--- config.mk ---
export PLATFORM = sky130hd
export DESIGN_NAME = serial_deframer
export DESIGN_NICKNAME = d
export VERILOG_FILES = /design/src/rtl/serial_deframer.sv
export SDC_FILE = /design/constraint.sdc
export NUM_CORES = 1
export LEC_CHECK = 0
export ABC_CLOCK_PERIOD_IN_PS = 2750
export CAP_MARGIN = 30
export CORE_MARGIN = 2
export CORE_UTILIZATION = 59
export DETAILED_ROUTE_END_ITERATION = 8
export GPL_ROUTABILITY_DRIVEN = 0
export HOLD_SLACK_MARGIN = 0.02
export MAX_ROUTING_LAYER = met4
export PLACE_DENSITY = 0.83
export SLEW_MARGIN = 30
export SYNTH_ARGS = -nofsm -noshare
export SYNTH_HDL_FRONTEND = slang
export SYNTH_SLANG_ARGS = --single-unit
--- constraint.sdc ---
create_clock -name clk -period 2.75 [get_ports clk]
set_input_delay 0.4125 -clock clk [delete_from_list [all_inputs] [get_ports clk]]
set_output_delay 0.4125 -clock clk [all_outputs]
set_load 0.02 [all_outputs]
--- src/rtl/serial_deframer.sv ---
// serial_deframer: hunts for a sync word in a serial bit stream (MSB first), then assembles
// NWORDS words of WIDTH bits each and presents them on a one-entry valid/ready buffer.
// Optional feature macro: DEFRAMER_PARITY_EN (each data word followed by an even-parity bit).
module serial_deframer #(
  parameter int unsigned      WIDTH  = 8,
  parameter logic [WIDTH-1:0] SYNC   = 8'hA5,
  parameter int unsigned      NWORDS = 4
) (
  input  logic             clk,
  input  logic             rst_n,
  input  logic             si,
  input  logic             en,
  output logic [WIDTH-1:0] dout,
  output logic             dvalid,
  input  logic             drdy,
  output logic             locked,
  output logic             ovf,
  output logic             par_err
);

`ifdef DEFRAMER_PARITY_EN
  localparam int unsigned BitsPerWord = WIDTH + 1;
`else
  localparam int unsigned BitsPerWord = WIDTH;
`endif
  localparam int unsigned CntW = $clog2(BitsPerWord + 1);
  localparam int unsigned WcW  = $clog2(NWORDS + 1);
  localparam logic [CntW-1:0] LastBit  = CntW'(BitsPerWord - 1);
  localparam logic [CntW-1:0] DataBits = CntW'(WIDTH);
  localparam logic [WcW-1:0]  LastWord = WcW'(NWORDS - 1);

  typedef enum logic [0:0] {StHunt, StCollect} state_e;

  state_e           state_q;
  logic [WIDTH-1:0] hunt_q;
  logic [WIDTH-1:0] asm_q;
  logic [CntW-1:0]  bit_cnt_q;
  logic [WcW-1:0]   word_cnt_q;

  logic [WIDTH-1:0] hunt_nxt;
  logic [WIDTH-1:0] asm_nxt;
  logic [WIDTH-1:0] word_data;
  logic             word_done;
  logic             last_word;
  logic             xfer;
  logic             par_bad;

`ifdef DEFRAMER_PARITY_EN
  logic par_q;

  // Running XOR of the current word's bits, restarted on the first bit of each word.
  always_ff @(posedge clk or negedge rst_n) begin
    if (!rst_n) begin
      par_q <= 1'b0;
    end else if (en && state_q == StCollect) begin
      par_q <= (bit_cnt_q == '0) ? si : (par_q ^ si);
    end
  end
`endif

  // Shift candidates, word-completion decode and handshake terms.
  always_comb begin
    hunt_nxt  = {hunt_q[WIDTH-2:0], si};
    asm_nxt   = {asm_q[WIDTH-2:0], si};
    word_done = en && (state_q == StCollect) && (bit_cnt_q == LastBit);
    last_word = (word_cnt_q == LastWord);
    xfer      = dvalid && drdy;
`ifdef DEFRAMER_PARITY_EN
    // Last bit of the word is the parity bit, so the data is already in asm_q.
    word_data = asm_q;
    par_bad   = par_q ^ si;
`else
    word_data = asm_nxt;
    par_bad   = 1'b0;
`endif
  end

  // Hunt/collect FSM with registered outputs and the one-entry output buffer.
  always_ff @(posedge clk or negedge rst_n) begin
    if (!rst_n) begin
      state_q    <= StHunt;
      hunt_q     <= '0;
      asm_q      <= '0;
      bit_cnt_q  <= '0;
      word_cnt_q <= '0;
      dout       <= '0;
      dvalid     <= 1'b0;
      locked     <= 1'b0;
      ovf        <= 1'b0;
      par_err    <= 1'b0;
    end else begin
      if (en) begin
        unique case (state_q)
          StHunt: begin
            hunt_q <= hunt_nxt;
            if (hunt_nxt == SYNC) begin
              state_q    <= StCollect;
              bit_cnt_q  <= '0;
              word_cnt_q <= '0;
              locked     <= 1'b1;
            end
          end
          StCollect: begin
            // The parity bit, when present, is not shifted into the data word.
            if (bit_cnt_q < DataBits) begin
              asm_q <= asm_nxt;
            end
            if (word_done) begin
              bit_cnt_q  <= '0;
              word_cnt_q <= word_cnt_q + WcW'(1);
              if (last_word) begin
                state_q    <= StHunt;
                hunt_q     <= '0;
                word_cnt_q <= '0;
                locked     <= 1'b0;
              end
            end else begin
              bit_cnt_q <= bit_cnt_q + CntW'(1);
            end
          end
          default: state_q <= StHunt;
        endcase
      end

      // A completed word is dropped (and flagged) only if the buffer is full and not draining.
      if (word_done) begin
        if (!dvalid || drdy) begin
          dout   <= word_data;
          dvalid <= 1'b1;
        end else begin
          ovf <= 1'b1;
        end
        if (par_bad) begin
          par_err <= 1'b1;
        end
      end else if (xfer) begin
        dvalid <= 1'b0;
      end
    end
  end

endmodule

==> parameters.txt <==
Parameter                              Value

Run status
  Result of the run    finished, final reports clean

Detailed routing
  Detail-routed via count per cell    6.03
  Via count    1,121
  Number of nets still failing antenna checks after routing    0
  Sum of met2 wire segment lengths after detailed routing    1.52 mm
  Pre-Repair DR Iteration Count    4
  Avg WL per Cell    16.7 um
  Top routing layer in use    met4
  Detailed router's first-iteration violation count    17
  Met3 routed wirelength    131 um
  DRC viols    0
  Wire length the detailed router placed on met1    1.38 mm
  Wirelength, routed    3.11 mm

Clock network
  Clock-pin transition on the worst setup and hold timing paths    0.10 ns
  Post-CTS resize count    0
  CTS max path bufs    2
  Root Buffer    sky130_fd_sc_hd__clkbuf_4
  Cts bufs inserted    5
  CTS H-tree lvls    2
  Post-CTS repair timing setup buffer count    0
  CTS tree    built
  Count of hold buffers inserted by post-cts repair    0
  TritonCTS sink count    33
  Skew-Pair Late Insertion Delay    0.33 ns

Worst setup path
  Worst EP arrival    2.02 ns
  Type of the worst setup path    flip-flop to flip-flop
  Maximum net fanout on the critical path    21
  FF-to-FF Start    state_q
  CP peak stage delay    0.76 ns
  Critical path required time    2.97 ns
  Slowest CP cell    sky130_fd_sc_hd__dfrtp_1
  Worst Reg-to-Reg Cells    3
  Reg-to-reg critical path endpoint    dout[4]
  Chain of cells forming the critical path    and4b_4 -> nand3_4 -> mux2_4
  Launching element type of the critical path    flip-flop
  Crit path capture type    flip-flop
  Worst reg2reg setup slack    0.96 ns

Power and ir drop
  Worst IR Drop VDD    0.508 mV
  Part of the power in registers    54.3%
  Sw Ratio    34.5%
  Total power per unit cell area    707 nW/um^2
  Gate power share    25.6%
  P_sw    0.444 mW
  Internal power    0.841 mW
  Leakage power of the design    0.797 nW
  Portion of total power attributed to the clock network    20.1%

STA
  Setup clock skew after layout    0.00985 ns
  Total setup violations reported at the end of the flow    0
  Setup repair after global routing missed its margin    no
  Post-route clock period utilization    65.3%
  Maximum operating frequency    557 MHz
  Tightest Pin Transition    0.636 ns
  Pins over their slew limit    0
  Final critical-path required period    1.79 ns
  Worst hold margin    0.468 ns
  Rel. slew slack    57.6%
  Final hold violations    0
  Accumulated negative setup slack    0 ns

Synth
  Fraction of synthesized area in multiplexers    13.0%
  Fraction of registers with async set/reset    100%
  Sequential cell area fraction in the yosys report    51.6%
  Count of flip-flops with a built-in enable after synthesis    0
  Gate Count Post-Synth    138
  Avg Inst Size Synth    11.6 um^2
  Dominant combinational cell family by area after synthesis    simple AND/OR/NAND/NOR gates
  Post-Synth Simple-Gate Area    18.8%
  Synthesis Warnings    0
  Synthesized-area fraction occupied by adder cells    1.56%
  Post-synth top flop    sky130_fd_sc_hd__dfrtp_1
  Total standard cell area after synthesis    1600 um^2
  Compound-Gate Fraction of Synth Area    12.0%
  Synth unique cells    39
  Post-synthesis xor/xnor area fraction    0%
  Total of flip-flops plus latches after synthesis    33
  Synth Net Count    145

GRT
  Global-route usage over all layers    22.2%
  Number of global-route vias before repair    1,110
  Pin count of the biggest net entering global routing    34
  Global-route wire length before repair    5.22 mm
  Number of antenna violations at the first check in global routing    0
  GR Overflow Total    0

Place
  Number of I/O port buffers    15
  HPWL after detailed placement    2.19 mm

Final layout
  Multi-input gate area    731 um^2
  Area taken by flip-flops and latches    826 um^2
  Ratio of cells with drive above 1 in the final layout    17.9%
  Ant. Diodes    0
  Layout overhead on the synthesized area    13.5%
  Fill cell instance count of the final layout    188
  Final layout net count    162

Die
  Floorplan Core Area    2520 um^2
  Die H    56.1 um
  Area of the die    3150 um^2
  Effective utilization at floorplan    63.5%
  IO Count    17
  Die span in x    56.1 um
  Number of placement rows    18

Job
  Max-cap viol count    0

Hold path
  Worst min-delay path category    input pin to async pin
[flip-flops by register name (all words and copies together) (netlist names)]
name and flops:
dvalid 1, bit_cnt_q 4, dout 8, asm_q 7, ovf 1, hunt_q 7
state_q 1, locked 1, word_cnt_q 3
[synth_stat cells (all sizes together), types with 3 or more instances]
library cell	n	share of area, %
dfrtp	33	52
mux2	15	12
nand2	12	2.8
nor2b	11	4.3
o21ai	11	3.4
a21oi	9	2.8
buf	5	1.9
nand2b	4	1.6
nand3	3	1.7
[routing by layer]
layer	global-route usage, %	vias to the layer above
li1	-	528
met1	26.9	552
met2	34.6	33
met3	5.81	8
met4	10.5	0
met5	-	-
[through the flow]
step	instance area, um^2	std cells	power [mW]	setup slack, ns	utilization, %
floorplan	1600	138	0.921	1.35	-
global placement	1770	178	1.01	0.705	70.0
detailed placement	1770	178	1.03	0.645	70.0
CTS	1820	186	1.29	0.982	72.1
global route	1820	186	1.37	0.886	72.1
finish	1820	186	1.29	0.955	72.1
[worst max path at each step]
stage | to | slack [ns] | cells past startpoint | start
floorplan | dout[0] | 1.35 | 4 | en
global placement | asm_q[4] | 0.71 | 5 | en
detailed placement | asm_q[2] | 0.64 | 5 | en
CTS | dout[4] | 0.98 | 3 | state_q
global route | asm_q[2] | 0.89 | 5 | en
finish | dout[4] | 0.96 | 3 | state_q
[final cells by class]
cell class                      instances  area share (%)
Timing Repair Buffer                   17            9.08
Multi-Input combinational cell         96            40.2
Clock buffer                            6            2.27
Sequential cell                        33            45.4
Clock inverter                          2           0.551
Tap cell                               30            2.06
Inverter                                2           0.413
[power by group through the flow]
stage / Clock, mW / Sequential [mW] / Combinational, mW
finish: 0.258 / 0.698 / 0.329
global route: 0.285 / 0.715 / 0.366
CTS: 0.267 / 0.695 / 0.331
detailed placement: 0 / 0.704 / 0.328
global placement: 0 / 0.696 / 0.313
floorplan: 0 / 0.676 / 0.245
[logic make-up (layout without fill, tap and decap cells)]
kind of cell / Yosys count / count (layout)
compound gates: 31 / 31
fa+ha+maj: 2 / 2
buf+inv: 9 / 27
flops: 33 / 33
mux: 16 / 16
other cells: 1 / 1
simple gates: 46 / 46
[worst max-delay path, delay by kind of cell, from the launching register on]
kind / cells / cell delay [ns]
simple gates: 2 / 0.57
flops: 1 / 0.76
mux: 1 / 0.36
[cell usage in the layout (no fill, tap or decap), types with 4 or more instances in the layout]
cell,Yosys,final
sky130_fd_sc_hd__o21ai_0,11,11
sky130_fd_sc_hd__clkdlybuf4s50_1,0,15
sky130_fd_sc_hd__dfrtp_1,33,33
sky130_fd_sc_hd__clkbuf_4,0,5
sky130_fd_sc_hd__nand2_1,12,12
sky130_fd_sc_hd__nor2b_1,11,11
sky130_fd_sc_hd__mux2_2,7,7
sky130_fd_sc_hd__mux2_4,8,8
sky130_fd_sc_hd__nand2b_1,4,4
sky130_fd_sc_hd__a21oi_1,9,9
Note: power is estimated with default switching activity, not from simulation.
